===== src/rtl/axil_pkg.sv =====
// Shared AXI-Lite definitions for the read router: response codes, router
// state encoding and the lowest-set-bit select helper.
package axil_pkg;

  localparam logic [1:0] RESP_OKAY   = 2'b00;
  localparam logic [1:0] RESP_SLVERR = 2'b10;
  localparam logic [1:0] RESP_DECERR = 2'b11;

  // DRAIN is only reachable when the read timeout is built in
  typedef enum logic [1:0] {IDLE, ADDR, DATA, DRAIN} rt_state_e;

  // One-hot of the lowest set bit; overlapping decode ranges resolve to the
  // lowest slave index
  function automatic logic [31:0] lsb_onehot(input logic [31:0] v);
    return v & (~v + 32'd1);
  endfunction

endpackage


===== src/rtl/axil_err_slave_rd.sv =====
// One-beat DECERR read responder. Accepts a single AR one cycle after it is
// enabled, then holds a DECERR beat until the master takes it.
module axil_err_slave_rd
  import axil_pkg::*;
#(
  parameter int                DW    = 32,
  parameter logic [DW-1:0]     RDATA = '0
) (
  input  logic          aclk,
  input  logic          areset,
  input  logic          i_ar_en,
  input  logic          i_arvalid,
  output logic          o_arready,
  output logic          o_rvalid,
  output logic [DW-1:0] o_rdata,
  output logic [1:0]    o_rresp,
  input  logic          i_rready
);

  logic r_arready;
  logic r_rvalid;
  logic w_ar_hs;

  assign w_ar_hs = i_ar_en & r_arready & i_arvalid;

  // arready rises one cycle after enable and drops after the handshake;
  // rvalid is set by the handshake and cleared when the beat is taken
  always_ff @(posedge aclk or posedge areset) begin
    if (areset) begin
      r_arready <= 1'b0;
      r_rvalid  <= 1'b0;
    end else begin
      r_arready <= i_ar_en & ~w_ar_hs & ~r_rvalid;
      if (w_ar_hs)                  r_rvalid <= 1'b1;
      else if (r_rvalid & i_rready) r_rvalid <= 1'b0;
    end
  end

  assign o_arready = r_arready & i_ar_en;
  assign o_rvalid  = r_rvalid;
  assign o_rdata   = r_rvalid ? RDATA : '0;
  assign o_rresp   = r_rvalid ? RESP_DECERR : RESP_OKAY;

endmodule


===== src/rtl/axil_router_rd.sv =====
// AXI-Lite read-channel router behind the address decoder. Latches the
// decoder select, forwards AR/R to one slave, answers unmapped reads with
// DECERR. Optional DATA-phase timeout with late-beat drain: AXIL_RD_TIMEOUT_EN.
module axil_router_rd
  import axil_pkg::*;
#(
  parameter int          NUMBER_SLAVE   = 4,
  parameter int          AXI_ADDR_WIDTH = 32,
  parameter int          AXI_DATA_WIDTH = 32,
  parameter logic [31:0] ERR_RDATA      = 32'hDEAD_BEEF,
  parameter int          TIMEOUT_CYCLES = 256
) (
  input  logic                                        aclk,
  input  logic                                        areset,
  input  logic [NUMBER_SLAVE:0]                       slv_valid,
  input  logic [AXI_ADDR_WIDTH-1:0]                   m_axil_araddr,
  input  logic                                        m_axil_arvalid,
  output logic                                        m_axil_arready,
  output logic [AXI_DATA_WIDTH-1:0]                   m_axil_rdata,
  output logic [1:0]                                  m_axil_rresp,
  output logic                                        m_axil_rvalid,
  input  logic                                        m_axil_rready,
  output logic [NUMBER_SLAVE-1:0][AXI_ADDR_WIDTH-1:0] s_axil_araddr,
  output logic [NUMBER_SLAVE-1:0]                     s_axil_arvalid,
  input  logic [NUMBER_SLAVE-1:0]                     s_axil_arready,
  input  logic [NUMBER_SLAVE-1:0][AXI_DATA_WIDTH-1:0] s_axil_rdata,
  input  logic [NUMBER_SLAVE-1:0][1:0]                s_axil_rresp,
  input  logic [NUMBER_SLAVE-1:0]                     s_axil_rvalid,
  output logic [NUMBER_SLAVE-1:0]                     s_axil_rready
);

  localparam int                      NS    = NUMBER_SLAVE;
  localparam int                      DW    = AXI_DATA_WIDTH;
  localparam logic [DW-1:0]           ERR_W = DW'(ERR_RDATA);

  rt_state_e           r_state, w_state_nx;
  logic [NS:0]         r_sel;
  logic [NS:0]         w_pick;
  logic                w_err_sel;
  logic                w_s_arready_sel, w_s_rvalid_sel;
  logic [DW-1:0]       w_s_rdata_sel;
  logic [1:0]          w_s_rresp_sel;
  logic                w_err_ar_en, w_err_arready, w_err_rvalid, w_err_rready;
  logic [DW-1:0]       w_err_rdata;
  logic [1:0]          w_err_rresp;

  assign s_axil_araddr   = {NS{m_axil_araddr}};
  assign w_pick          = (NS+1)'(lsb_onehot(32'(slv_valid)));
  assign w_err_sel       = r_sel[NS];
  assign w_s_arready_sel = |(r_sel[NS-1:0] & s_axil_arready);
  assign w_s_rvalid_sel  = |(r_sel[NS-1:0] & s_axil_rvalid);

  // R-channel mux of the selected slave (select is one-hot or zero)
  always_comb begin
    w_s_rdata_sel = '0;
    w_s_rresp_sel = '0;
    for (int i = 0; i < NS; i++) begin
      if (r_sel[i]) begin
        w_s_rdata_sel = w_s_rdata_sel | s_axil_rdata[i];
        w_s_rresp_sel = w_s_rresp_sel | s_axil_rresp[i];
      end
    end
  end

`ifdef AXIL_RD_TIMEOUT_EN
  localparam int CW = $clog2(TIMEOUT_CYCLES);
  logic [CW-1:0] r_cnt;
  logic          w_to;

  assign w_to = (r_cnt == CW'(TIMEOUT_CYCLES - 1));

  // Counts slave-path DATA cycles without rvalid; saturates at the limit
  always_ff @(posedge aclk or posedge areset) begin
    if (areset)                              r_cnt <= '0;
    else if (r_state != DATA || w_err_sel)   r_cnt <= '0;
    else if (!w_s_rvalid_sel && !w_to)       r_cnt <= r_cnt + 1'b1;
  end
`else
  logic w_unused_to;
  assign w_unused_to = (TIMEOUT_CYCLES < 2);
`endif

  // State and select registers; select is cleared on every return to IDLE
  always_ff @(posedge aclk or posedge areset) begin
    if (areset) begin
      r_state <= IDLE;
      r_sel   <= '0;
    end else begin
      r_state <= w_state_nx;
      if (r_state == IDLE && |slv_valid)             r_sel <= w_pick;
      else if (r_state != IDLE && w_state_nx == IDLE) r_sel <= '0;
    end
  end

  // Next state and all handshake/data routing
  always_comb begin
    w_state_nx     = r_state;
    m_axil_arready = 1'b0;
    m_axil_rvalid  = 1'b0;
    m_axil_rdata   = '0;
    m_axil_rresp   = RESP_OKAY;
    s_axil_arvalid = '0;
    s_axil_rready  = '0;
    w_err_ar_en    = 1'b0;
    w_err_rready   = 1'b0;
    case (r_state)
      IDLE: if (|slv_valid) w_state_nx = ADDR;
      ADDR: begin
        if (w_err_sel) begin
          w_err_ar_en    = 1'b1;
          m_axil_arready = w_err_arready;
        end else begin
          s_axil_arvalid = r_sel[NS-1:0] & {NS{m_axil_arvalid}};
          m_axil_arready = w_s_arready_sel;
        end
        if (m_axil_arvalid && m_axil_arready) w_state_nx = DATA;
      end
      DATA: begin
        if (w_err_sel) begin
          m_axil_rvalid = w_err_rvalid;
          m_axil_rdata  = w_err_rdata;
          m_axil_rresp  = w_err_rresp;
          w_err_rready  = m_axil_rready;
          if (w_err_rvalid && m_axil_rready) w_state_nx = IDLE;
`ifdef AXIL_RD_TIMEOUT_EN
        end else if (w_to) begin
          m_axil_rvalid = 1'b1;
          m_axil_rdata  = ERR_W;
          m_axil_rresp  = RESP_SLVERR;
          if (m_axil_rready) w_state_nx = DRAIN;
`endif
        end else begin
          m_axil_rvalid = w_s_rvalid_sel;
          m_axil_rdata  = w_s_rdata_sel;
          m_axil_rresp  = w_s_rresp_sel;
          s_axil_rready = r_sel[NS-1:0] & {NS{m_axil_rready}};
          if (w_s_rvalid_sel && m_axil_rready) w_state_nx = IDLE;
        end
      end
      DRAIN: begin
`ifdef AXIL_RD_TIMEOUT_EN
        // Swallow the late beat of the timed-out slave
        s_axil_rready = r_sel[NS-1:0];
        if (w_s_rvalid_sel) w_state_nx = IDLE;
`else
        w_state_nx = IDLE;
`endif
      end
      default: w_state_nx = IDLE;
    endcase
  end

  axil_err_slave_rd #(.DW(DW), .RDATA(ERR_W)) u_err (
    .aclk      (aclk),
    .areset    (areset),
    .i_ar_en   (w_err_ar_en),
    .i_arvalid (m_axil_arvalid),
    .o_arready (w_err_arready),
    .o_rvalid  (w_err_rvalid),
    .o_rdata   (w_err_rdata),
    .o_rresp   (w_err_rresp),
    .i_rready  (w_err_rready)
  );

endmodule

===== config.mk =====
export PLATFORM = sky130hd
export DESIGN_NAME = axil_router_rd
export DESIGN_NICKNAME = d
export VERILOG_FILES = /design/src/rtl/axil_pkg.sv /design/src/rtl/axil_err_slave_rd.sv /design/src/rtl/axil_router_rd.sv
export SDC_FILE = /design/constraint.sdc
export NUM_CORES = 1
export LEC_CHECK = 0
export ABC_CLOCK_PERIOD_IN_PS = 1750
export CORE_AREA = 2 2 137 139
export CTS_CLUSTER_SIZE = 14
export DETAILED_ROUTE_END_ITERATION = 8
export DIE_AREA = 0 0 139 141
export PLACE_DENSITY = 0.6
export SYNTH_ARGS = -nofsm -noshare
export SYNTH_HDL_FRONTEND = slang
export SYNTH_HIERARCHICAL = 1
export SYNTH_SLANG_ARGS = --single-unit

===== constraint.sdc =====
create_clock -name aclk -period 1.75 [get_ports aclk]
set_input_delay 0.2625 -clock aclk [delete_from_list [all_inputs] [get_ports aclk]]
set_output_delay 0.2625 -clock aclk [all_outputs]
set_load 0.02 [all_outputs]

==> out/results.ini <==
[status]
status = finished, violations left
violations = negative setup slack

[synth]
synth-main-ff-cell = dfrtp_1
synth_cell_types = 35
yosysWarnings = 6
synthArstFlopShare_pct = 100
synth.cell_area_mm2 = 0.00283
synth_top_area_share_pct = 43.2
synth_cells = 391
yosys-top-cells-area = buf_4, a22oi_1, dfrtp_1
synth_top_cell_by_area = buf_4
avgSynthCellArea_um2 = 7.24
synth-seq-area-share_pct = 7.96
synth_edf_count = 0
ys_seq_elements = 9

[detailed_routing]
route.detailed.drc = 0
drt_iter0_drc = 76
ant_nets = 0
vias_per_cell = 4.26
wirelength_um = 11600
vias = 2949
firstDrtPassIters = 4
wl_per_cell_um = 16.7

[clock_network]
cts_tree = yes
cts_buffer_depth = 2
cts_buffers = 3
clockRootBuffer = clkbuf_16
cts_sinks = 9
clkTransAtPathRegs_ps = 40
h-tree-depth = 1
clk_latency_ps = 230

[power_and_ir_drop]
peakVddDrop_mv = 0.482
pwr_density_cell_mw_per_mm2 = 883
p_int_w = 0.00224
swShare_pct = 42.0
power_switching_w = 0.00163
pwr-share-seq_pct = 9.2
power_w = 0.00387
pwr-share-comb_pct = 80.4
clkPwrFrac_pct = 10.4
p_leak_nw = 1.62

[global_routing]
antenna_found_initial = 0
grt_max_degree = 38
overflow = 0
grt_use_total_pct = 11.0
grt_pass1_wl_um = 17200
grt_pass1_vias = 3078

[floorplanning]
die_area_mm2 = 0.0196
ios = 357
start_util_pct = 15.5
die_y_um = 141
core_area_mm2 = 0.0183
fp.dieW_um = 139
rows = 50

[sta]
clock.fmax_mhz = 540
fin_ws_ps = -103
fin_crit_ps = 1850
whs_ps = 218
setup_viol = 12
rsz0062_at_grt = true
finalCritPeriodShare_pct = 106
maxSlewViolCount = 0
final_hold_viol_count = 0
fin_skew_ps = 4.34

[worst_setup_path]
r2r_slack_ps = 10
worstSetupStartpointType = flip-flop
cp.arrival_ps = 1590
worstReg2RegStart = r_state[0]$_DFF_PP0_
worstPathMaxFanout = 20
cp-end-kind = primary output
r2r_end = r_state[1]$_DFF_PP0_
critPathKind = flip-flop to primary output
reg2regPathDepth = 9
required_ps = 1490

[place]
place.detailed.hpwl_um = 8910
gp_congestion = 0.739
portBuffers = 196
dpl.cell_count = 683
post_dp_cell_area_mm2 = 0.00424

[cells_and_area]
final_common_cell = clkdlybuf4s50_1
synthToLayoutAreaGrowth_pct = 55.0
instances_no_fill = 692
layout-drive-gt1-share_pct = 26.9
nNetsFinal = 644
fin_area_mm2 = 0.00439
final_cell_mix = clkdlybuf4s50_1, a22oi_1, buf_4, a31oi_1, o21ai_1
final_util_pct = 24.0
diodes = 0

[flow_run]
maxCapViolCount = 0

[hold_path]
min_path_type = primary input to async pin

## worst max-delay path by stage
stage               cells after the start            startpoint                to  slack, ps
floorplan                               5  r_state[0]$_DFF_PP0_  m_axil_rdata[10]         60
global placement                        5  r_state[0]$_DFF_PP0_  m_axil_rdata[12]       -340
detailed placement                      5  r_state[0]$_DFF_PP0_  m_axil_rdata[12]       -370
CTS                                     7  r_state[1]$_DFF_PP0_    m_axil_arready       -150
global route                            5  r_state[0]$_DFF_PP0_  m_axil_rdata[30]       -140
finish                                  5  r_state[0]$_DFF_PP0_  m_axil_rdata[30]       -100
## kinds of logic after synthesis
kind of cell | Yosys count | synth area share (%)
buf+inv | 194 | 47.7
other cells | 1 | 0.132
compound gates | 153 | 37.0
flops | 9 | 7.96
simple gates | 34 | 7.16
## cells in the mapped netlist (4+ instances only)
cell type,number
o21ai_1,5
and2_1,10
nand2_1,6
and3_1,4
a31oi_1,35
buf_2,8
buf_4,163
a32o_1,4
o21ai_0,29
a22oi_1,72
dfrtp_1,9
clkbuf_1,17
## critical path, cell delays in order (launching register included)
cell and delay [ps]:
dfrtp_1 380, and2b_2 280, buf_12 160, o21ai_1 70, a31oi_1 250, buf_4 200
## metal layers
layer | track usage, % | wire length [µm] | share of wire [%] | vias up
li1 | - | - | - | 1401
met1 | 12.8 | 4440 | 38 | 1294
met2 | 19.1 | 5530 | 48 | 191
met3 | 2.82 | 1040 | 9.0 | 63
met4 | 5.21 | 548 | 4.7 | 0
met5 | 0 | 0 | 0 | -
## per-stage QoR
step / setup WS, ps / TNS, ps
floorplan: 64.0 / 0
global placement: -342 / -10870
detailed placement: -369 / -11430
CTS: -148 / -958
global route: -136 / -2680
finish: -103 / -590
## power by group through the flow
stage / registers (W) / logic, W / clock network, W
6_report: 0.000355 / 0.00311 / 0.000402
5_1_grt: 0.000367 / 0.00334 / 0.000420
4_1_cts: 0.000359 / 0.00302 / 0.000407
3_5_place_dp: 0.000334 / 0.00278 / 0
3_3_place_gp: 0.000331 / 0.00279 / 0
2_1_floorplan: 0.000348 / 0.00186 / 0
## state kept, by name (all words and copies together) (netlist names)
name	cells
r_sel	5
r_state	2
u_err/r_arready	1
u_err/o_rvalid	1
## layout make-up
type,instances,area [µm²]
Fill cell,1997,13900
Timing Repair Buffer,246,2410
Multi-Input combinational cell,195,1360
Tap cell,234,293
Sequential cell,9,228
Clock buffer,4,78.8
Inverter,4,15.0
## timing repair
action                                  in CTS  in global routing
gates cloned                                 2                  0
resized for setup                          247                 47
buffers inserted                             3                  0
endpoints found under the setup margin      46                 43
hold buffers                                 0                  0
pin swaps                                    3                  3
Power figures use the tool's default switching activity.
